**src/rtl/mdom_wvb_hdr_bundle_4_builder_if.sv**
```systemverilog
// Header FIFO write port carrying format-4 waveform header bundles.
// The builder drives the master side and the FIFO is the slave side.
interface mdom_wvb_hdr_bundle_4_builder_if #(
  parameter int HDR_W = 106
);
  logic             hdr_wr;
  logic [HDR_W-1:0] hdr_data;
  logic             hdr_full;

  modport master (output hdr_wr, output hdr_data, input hdr_full);
  modport slave  (input hdr_wr, input hdr_data, output hdr_full);
endinterface

```
**src/rtl/mdom_wvb_hdr_bundle_4_builder.sv**
```systemverilog
// Builds one 106-bit format-4 header bundle per captured waveform and writes it
// into the header FIFO, holding one finished bundle while the FIFO is full.
module mdom_wvb_hdr_bundle_4_builder #(
  parameter int P_ADR_W = 12,
  parameter int P_LTC_W = 49
) (
  input  logic                 clk,
  input  logic                 rst,
  input  logic                 en,
  input  logic [P_LTC_W-1:0]   ltc,
  input  logic                 trig_start,
  input  logic [P_ADR_W-1:0]   trig_addr,
  input  logic [1:0]           trig_src,
  input  logic                 cnst_run,
  input  logic                 local_coinc,
  input  logic [4:0]           pre_conf,
  input  logic                 sync_rdy,
  input  logic [18:0]          bsum,
  input  logic [2:0]           bsum_len_sel,
  input  logic                 bsum_valid,
  input  logic                 trig_stop,
  input  logic [P_ADR_W-1:0]   stop_addr,
  mdom_wvb_hdr_bundle_4_builder_if.master hdr,
  output logic                 busy,
  output logic                 drop
);
  localparam int HDR_W   = 2 * P_ADR_W + P_LTC_W + 33;
  localparam int STOP_LO = P_ADR_W + P_LTC_W;
  localparam int STOP_HI = 2 * P_ADR_W + P_LTC_W - 1;

  typedef enum logic [1:0] {
    ST_IDLE    = 2'd0,
    ST_CAPTURE = 2'd1,
    ST_PENDING = 2'd2
  } state_t;

  state_t             state_r;
  state_t             state_s;
  logic               latch_start_s;
  logic               latch_stop_s;
  logic               drop_s;
  logic               hdr_wr_s;
  logic               start_ok_s;
  logic [P_ADR_W-1:0] start_addr_s;
  logic [P_LTC_W-1:0] evt_ltc_s;
  logic [HDR_W-1:0]   hdr_data_r;
  logic               drop_r;

  assign start_ok_s   = trig_start & en;
  // Pre-trigger correction wraps modulo the buffer depth and the LTC range.
  assign start_addr_s = trig_addr - {{(P_ADR_W-5){1'b0}}, pre_conf};
  assign evt_ltc_s    = ltc - {{(P_LTC_W-5){1'b0}}, pre_conf};

  // State register.
  always_ff @(posedge clk) begin
    if (rst) begin
      state_r <= ST_IDLE;
    end else begin
      state_r <= state_s;
    end
  end

  // Next-state, latch enables, drop request and FIFO write strobe.
  always_comb begin
    state_s       = state_r;
    latch_start_s = 1'b0;
    latch_stop_s  = 1'b0;
    drop_s        = 1'b0;
    hdr_wr_s      = 1'b0;
    case (state_r)
      ST_IDLE: begin
        if (start_ok_s) begin
          latch_start_s = 1'b1;
          state_s       = ST_CAPTURE;
        end else begin
          state_s = ST_IDLE;
        end
      end
      ST_CAPTURE: begin
        // Disable wins over a same-cycle stop; the partial event is discarded.
        if (!en) begin
          state_s = ST_IDLE;
        end else if (trig_stop) begin
          latch_stop_s = 1'b1;
          drop_s       = trig_start;
          state_s      = ST_PENDING;
        end else begin
          drop_s  = trig_start;
          state_s = ST_CAPTURE;
        end
      end
      ST_PENDING: begin
        if (!hdr.hdr_full) begin
          hdr_wr_s = 1'b1;
          if (start_ok_s) begin
            latch_start_s = 1'b1;
            state_s       = ST_CAPTURE;
          end else begin
            state_s = ST_IDLE;
          end
        end else begin
          drop_s  = start_ok_s;
          state_s = ST_PENDING;
        end
      end
      default: begin
        state_s = ST_IDLE;
      end
    endcase
  end

  // Bundle register; the write of a pending bundle and a new start latch on the same edge.
  always_ff @(posedge clk) begin
    if (rst) begin
      hdr_data_r <= {HDR_W{1'b0}};
    end else if (latch_start_s) begin
      hdr_data_r <= {local_coinc, bsum_valid, bsum_len_sel, bsum, sync_rdy,
                     pre_conf, cnst_run, trig_src, hdr_data_r[STOP_HI:STOP_LO],
                     start_addr_s, evt_ltc_s};
    end else if (latch_stop_s) begin
      hdr_data_r[STOP_HI:STOP_LO] <= stop_addr;
    end
  end

  // Registered drop pulse.
  always_ff @(posedge clk) begin
    if (rst) begin
      drop_r <= 1'b0;
    end else begin
      drop_r <= drop_s;
    end
  end

  assign hdr.hdr_wr   = hdr_wr_s;
  assign hdr.hdr_data = hdr_data_r;
  assign busy         = (state_r != ST_IDLE);
  assign drop         = drop_r;
endmodule

```
**src/flat_wrapper.sv**
```systemverilog
// flat-port wrapper written by rule: the top's interface ports become plain ports
module mdom_wvb_hdr_bundle_4_builder_flat 
#(
  parameter int P_ADR_W = 12,
  parameter int P_LTC_W = 49
)
  (clk, rst, en, ltc, trig_start, trig_addr, trig_src, cnst_run, local_coinc, pre_conf, sync_rdy, bsum, bsum_len_sel, bsum_valid, trig_stop, stop_addr, busy, drop, hdr_hdr_wr, hdr_hdr_data, hdr_hdr_full);
  mdom_wvb_hdr_bundle_4_builder_if #(.HDR_W(106)) hdr_i ();
  input  logic clk;
  input  logic rst;
  input  logic en;
  input  logic [P_LTC_W-1:0] ltc;
  input  logic trig_start;
  input  logic [P_ADR_W-1:0] trig_addr;
  input  logic [1:0] trig_src;
  input  logic cnst_run;
  input  logic local_coinc;
  input  logic [4:0] pre_conf;
  input  logic sync_rdy;
  input  logic [18:0] bsum;
  input  logic [2:0] bsum_len_sel;
  input  logic bsum_valid;
  input  logic trig_stop;
  input  logic [P_ADR_W-1:0] stop_addr;
  output logic busy;
  output logic drop;
  output wire logic [$bits(hdr_i.hdr_wr)-1:0] hdr_hdr_wr;
  output wire logic [$bits(hdr_i.hdr_data)-1:0] hdr_hdr_data;
  input wire logic [$bits(hdr_i.hdr_full)-1:0] hdr_hdr_full;
  assign hdr_hdr_wr = hdr_i.hdr_wr;
  assign hdr_hdr_data = hdr_i.hdr_data;
  assign hdr_i.hdr_full = hdr_hdr_full;
  mdom_wvb_hdr_bundle_4_builder #(.P_ADR_W(P_ADR_W), .P_LTC_W(P_LTC_W)) u_core (.clk(clk), .rst(rst), .en(en), .ltc(ltc), .trig_start(trig_start), .trig_addr(trig_addr), .trig_src(trig_src), .cnst_run(cnst_run), .local_coinc(local_coinc), .pre_conf(pre_conf), .sync_rdy(sync_rdy), .bsum(bsum), .bsum_len_sel(bsum_len_sel), .bsum_valid(bsum_valid), .trig_stop(trig_stop), .stop_addr(stop_addr), .hdr(hdr_i), .busy(busy), .drop(drop));
endmodule
```
**config.mk**
```make
export PLATFORM = sky130hd
export DESIGN_NAME = mdom_wvb_hdr_bundle_4_builder_flat
export DESIGN_NICKNAME = d
export VERILOG_FILES = /design/src/rtl/mdom_wvb_hdr_bundle_4_builder_if.sv /design/src/rtl/mdom_wvb_hdr_bundle_4_builder.sv /design/src/flat_wrapper.sv
export SDC_FILE = /design/constraint.sdc
export NUM_CORES = 1
export LEC_CHECK = 0
export ABC_AREA = 1
export BUFFER_PORTS_ARGS = -buffer_cell sky130_fd_sc_hd__buf_4
export CORE_ASPECT_RATIO = 0.6
export CORE_MARGIN = 1.5
export CORE_UTILIZATION = 50
export CTS_BUF_LIST = sky130_fd_sc_hd__clkbuf_16
export CTS_CLUSTER_DIAMETER = 50
export DETAILED_ROUTE_END_ITERATION = 16
export PLACE_DENSITY_LB_ADDON = 0.25
export SLEW_MARGIN = 20
export SYNTH_ARGS = -nofsm -noshare
export SYNTH_HDL_FRONTEND = slang
export SYNTH_SLANG_ARGS = --single-unit
```
**constraint.sdc**
```tcl
create_clock -name clk -period 2 [get_ports clk]
set_clock_uncertainty 0.1 [all_clocks]
set_input_delay 0.2 -clock clk [delete_from_list [all_inputs] [get_ports clk]]
set_output_delay 0.2 -clock clk [all_outputs]
set_load 0.05 [all_outputs]
```
Yosys cells after proc, flatten, opt, wreduce, memory -nomap -nowiden
Index checks and enable logic that the tools add are counted.
Widths: inputs -> output; s select.
Word-level totals
  input bits: 112
  register bits after elaboration: 109
  logic and storage cells: 29
  output and inout port bits: 109
Operators by class
  add/sub/neg operators: 2
  bitwise gates (word level): 2
  reductions and logical operators: 3
  eq/ne operators: 2
  mux-type cells: 16
Operator list (count)
  $sub 49x5->49: 1
  $sub 12x5->12: 1
  $mux 1: 10
  $mux 2: 3
  $pmux 2 s3: 1
  $pmux 1 s2: 2
  $eq 2x1->1 const B: 1
  $eq 2x2->1 const B: 1
  $logic_not 2->1: 1
  $reduce_and 2->1: 1
  $reduce_bool 2->1: 1
  $and 1x1->1: 1
  $not 1->1: 1

Depth between registers and ports, before layout
  word-level depth: 6
  mapped depth: 14
  depth with buffers taken out: 14

Worst setup path before layout
OpenSTA, ideal clock, no wires.
  kind: reg-to-reg
  from: register u_core.state_r[0]
  to: register u_core.hdr_data_r[17], in the netlist u_core.hdr.hdr_data[17]
  arrival time: 1.775 ns
  cell stages (with the launch flop): 12
  buffers on the path: 2
  slack: 0.009 ns
  clock period less this slack: 1.991 ns
  setup time: 0.115 ns
  data required time: 1.785 ns
  path through: dfxtp_1 inv_1 ha_1 inv_1 nor2_2 nor2_2 nor2_4 buf_4 buf_4 nand2_1 o21ai_0 inv_1
On the way
  longest elaborated chain between the ends: 2
  elaborated cells on any way between the ends: 3
  classes of those cells: eq/ne: 1; mux: 1; reduce/logical: 1
Ends and longest elaborated chain
  start: declaration: line mdom_wvb_hdr_bundle_4_builder.sv:37  | state_t state_r;
  start signal: assignment: line mdom_wvb_hdr_bundle_4_builder.sv:59  | state_r <= state_s;
  $eq 2x2->1 / $logic_not 2->1 (equally long branches): line mdom_wvb_hdr_bundle_4_builder.sv:70  | case (state_r)
  $pmux 1 s2 (*): line mdom_wvb_hdr_bundle_4_builder.sv:70
  end signal: assignment: line mdom_wvb_hdr_bundle_4_builder.sv:115  | hdr_data_r <= {HDR_W{1'b0}};
  end signal: assignment: line mdom_wvb_hdr_bundle_4_builder.sv:117  | hdr_data_r <= {local_coinc, bsum_valid, bsum_len_sel, bsum, sync_rdy,
  end signal: indexed assignment: line mdom_wvb_hdr_bundle_4_builder.sv:121  | hdr_data_r[STOP_HI:STOP_LO] <= stop_addr;
  end: declaration: line mdom_wvb_hdr_bundle_4_builder.sv:46  | logic [HDR_W-1:0] hdr_data_r;
Every way passes the cells marked *; elsewhere a longest branch is shown, timed or not.
A chain may end at the register's enable or synchronous reset.

Worst setup path after layout
  from: register u_core.state_r[0]
  to: register u_core.hdr_data_r[49], in the netlist u_core.hdr.hdr_data[49]
The elaborated chain is that of the path after synthesis.

==> flow_summary.toml <==
[cells_and_area]
nNetsFinal = 1344
drive_gt1_frac = 0.229
seqCellArea_um2 = 2180
final_cell_mix = "nor2_1, buf_4, nand2_1"
diodes = 0
final_common_cell = "nor2_1"
area_growth_pct = 41.7
multi_input_area_um2 = 3250
n_fill_cell = 954
final_area_um2 = 8580

[floorplan]
num_rows = 30
initial_core_util = 0.524
dieArea_um2 = 12800
die_height_um = 88.2
fp.dieW_um = 145
core_area_um2 = 11600
io_pins = 221

[min_path]
holdPathStages = 3
min_path_type = "primary input to flip-flop"
min_from = "stop_addr[7]"
holdPathEnd = "u_core.hdr.hdr_data[68]"

[detailed_routing]
wire_per_inst_um = 14.8
via_per_inst = 5.02
first_pass_iters = 5
totalWireLength_um = 20500
drc = 0
antenna_left = 0
vias = 6933
drtIter0Drc = 619

[yosys]
yosysWarnings = 0
synthDistinctLibCells = 34
ys_seq_area_frac = 0.360
synth-edff-count = 0
synth_seq_cells = 109
syn_inst = 962
synth_area_per_cell_um2 = 6.30
synthesis.nets = 1090
synthArstFlopShare = 0
netlist_area_um2 = 6060
synthFlopType = "dfxtp_1"

[clock_network]
clk_latency_ns = 0.36
cts_tree = "built"
clockBufferDepth = 2
cts_sinks = 109
cts_setup_buffers = 0
cts_max_level = 3
cts-root-buf = "clkbuf_16"
numCtsBuffers = 9
path_clk_slew_ns = 0.08

[timing]
finalCritPeriodShare = 0.949
fin_crit_ns = 1.90
hold_viol_final = 0
maxSlewHeadroom = 0.728
finalMaxSlewViolations = 0
finalSetupViolCount = 0
worst_slew_pin_slew_ns = 0.408
timing.hold.ws_ns = 0.0102
rsz0062_at_grt = "yes"
max_freq_mhz = 527

[setup_path]
r2r-start = "u_core.state_r[0]"
start_kind = "flip-flop"
path_buf_inv = 4
r2r_slack_ns = 0.10
slowest_stage = "dfxtp_1"
critPathCaptureType = "flip-flop"
r2r.worst_path.cells = 10
max_stage_delay_ns = 0.34
crit_arrival_ns = 2.05
crit_required_ns = 2.15
path_cells = "inv_1 -> ha_2 -> inv_1 -> nor2_2 -> nor2_2 -> nor2_4 -> buf_8 -> buf_16 -> o21ai_0 -> a21oi_1"
critPathTopFamily = "buffers and inverters"
r2r-end = "u_core.hdr.hdr_data[49]"
criticalPathCategory = "flip-flop to flip-flop"
critPathLaunch = "u_core.state_r[0]"
critical_path.max_fanout = 30

[grt]
grt_max_degree = 60
antenna_found_initial = 0
grt_pass1_wl_um = 31100
overflow = 0
grtUsageTotal = 0.307
grt_pass1_vias = 5981

[flow_run]
maxCapViolCount = 0

[pwr]
p_per_area_nw_per_um2 = 683
ir_worst_vdd_uv = 495
leakage_nw = 4.33

[placement]
port_buffers = 220
dp_hpwl_um = 15000
place_congestion = 0.959
placed_area_um2 = 7970

[run_status]
status = "completed"
cell families after synthesis:
family                     synth area share
and+or+nand+nor                       0.365
buffers and inverters                 0.104
AOI/OAI and AO/OA                     0.110
DFF                                   0.360
xor gates and xnor gates             0.0246
adders and majority gates            0.0355
worst reg2reg max path, delay by kind of cell, from the launching register on:
family / cells / cell delay (ns)
AND/OR/NAND/NOR: 3 / 0.30
flip-flops: 1 / 0.34
adder cells (fa/ha/maj): 1 / 0.19
AO/OA/AOI/OAI: 2 / 0.38
buffers and inverters: 4 / 0.50
power breakdown:
group	internal [W]	leakage, nW	total [W]	switching, W
Combinational	0.000610	3.29	0.00170	0.00109
Sequential	0.00231	0.896	0.00239	0.0000812
Clock	0.000866	0.143	0.00177	0.000904
state kept, by name, indices dropped and copies added, names as in the netlist:
signal               flops
u_core.hdr.hdr_data    106
u_core.state_r           2
u_core.drop              1
stage by stage:
stage | total power [W] | setup slack [ns] | TNS [ns] | cells | utilization
floorplan | 0.00344 | 0.00925 | 0 | 962 | -
global route | 0.00610 | -0.0263 | -0.112 | 1381 | 0.742
global placement | 0.00403 | 0.0160 | 0 | 1336 | 0.689
detailed placement | 0.00405 | -0.0114 | -0.0186 | 1336 | 0.689
CTS | 0.00583 | 0.0196 | 0 | 1380 | 0.738
finish | 0.00586 | 0.101 | 0 | 1381 | 0.742
cell usage after synthesis, types with 3 or more instances:
| library cell | count | area, µm² |
|---|---|---|
| nor3_1 | 5 | 25.0 |
| nand2_1 | 182 | 683 |
| a21oi_1 | 32 | 160 |
| nor2_2 | 4 | 25.0 |
| nor2_1 | 264 | 991 |
| ha_1 | 14 | 175 |
| or2_0 | 3 | 18.8 |
| xnor2_1 | 7 | 61.3 |
| o21ai_1 | 9 | 45.0 |
| buf_1 | 3 | 11.3 |
| buf_2 | 12 | 60.1 |
| and2_1 | 3 | 18.8 |
| dfxtp_1 | 109 | 2180 |
| nand3b_1 | 13 | 97.6 |
| a31oi_1 | 4 | 25.0 |
| o21ai_0 | 79 | 395 |
| inv_1 | 122 | 458 |
| nor2_4 | 4 | 45.0 |
| or2_1 | 3 | 18.8 |
| clkbuf_1 | 12 | 45.0 |
| nand4_1 | 3 | 18.8 |
| buf_4 | 6 | 45.0 |
| xor2_1 | 10 | 87.6 |
| nand3_1 | 46 | 230 |
worst max path at each step:
stage	depth (start not counted)	endpoint	slack [ns]
detailed placement	11	u_core.hdr.hdr_data[57]	-0.01
global route	9	u_core.hdr.hdr_data[72]	-0.03
floorplan	11	u_core.hdr.hdr_data[17]	0.009
finish	10	u_core.hdr.hdr_data[49]	0.10
CTS	9	u_core.hdr.hdr_data[63]	0.02
global placement	11	u_core.hdr.hdr_data[57]	0.02
final cells by class:
cell class | count | area share
Clock buffer | 9 | 0.0262
Sequential cell | 109 | 0.254
Timing Repair Buffer | 277 | 0.258
Multi-Input combinational cell | 697 | 0.378
Clock inverter | 7 | 0.00685
Tap cell | 160 | 0.0233
Inverter | 122 | 0.0534
layer usage:
layer	share of wire	global-route usage	wire, µm	up-vias
met1	0.46	0.445	9510	3101
met2	0.40	0.436	8210	324
met5	0	0	0	-
li1	-	-	-	3486
met4	0.014	0.0584	293	0
met3	0.12	0.114	2440	22
what timing repair did:
action / CTS / global route
hold buffers: 28 / 0
resized for setup: 0 / 9
endpoints found under the setup margin: 0 / 47
endpoints found under the hold margin: 28 / 0
Power figures use the tool's default switching activity.
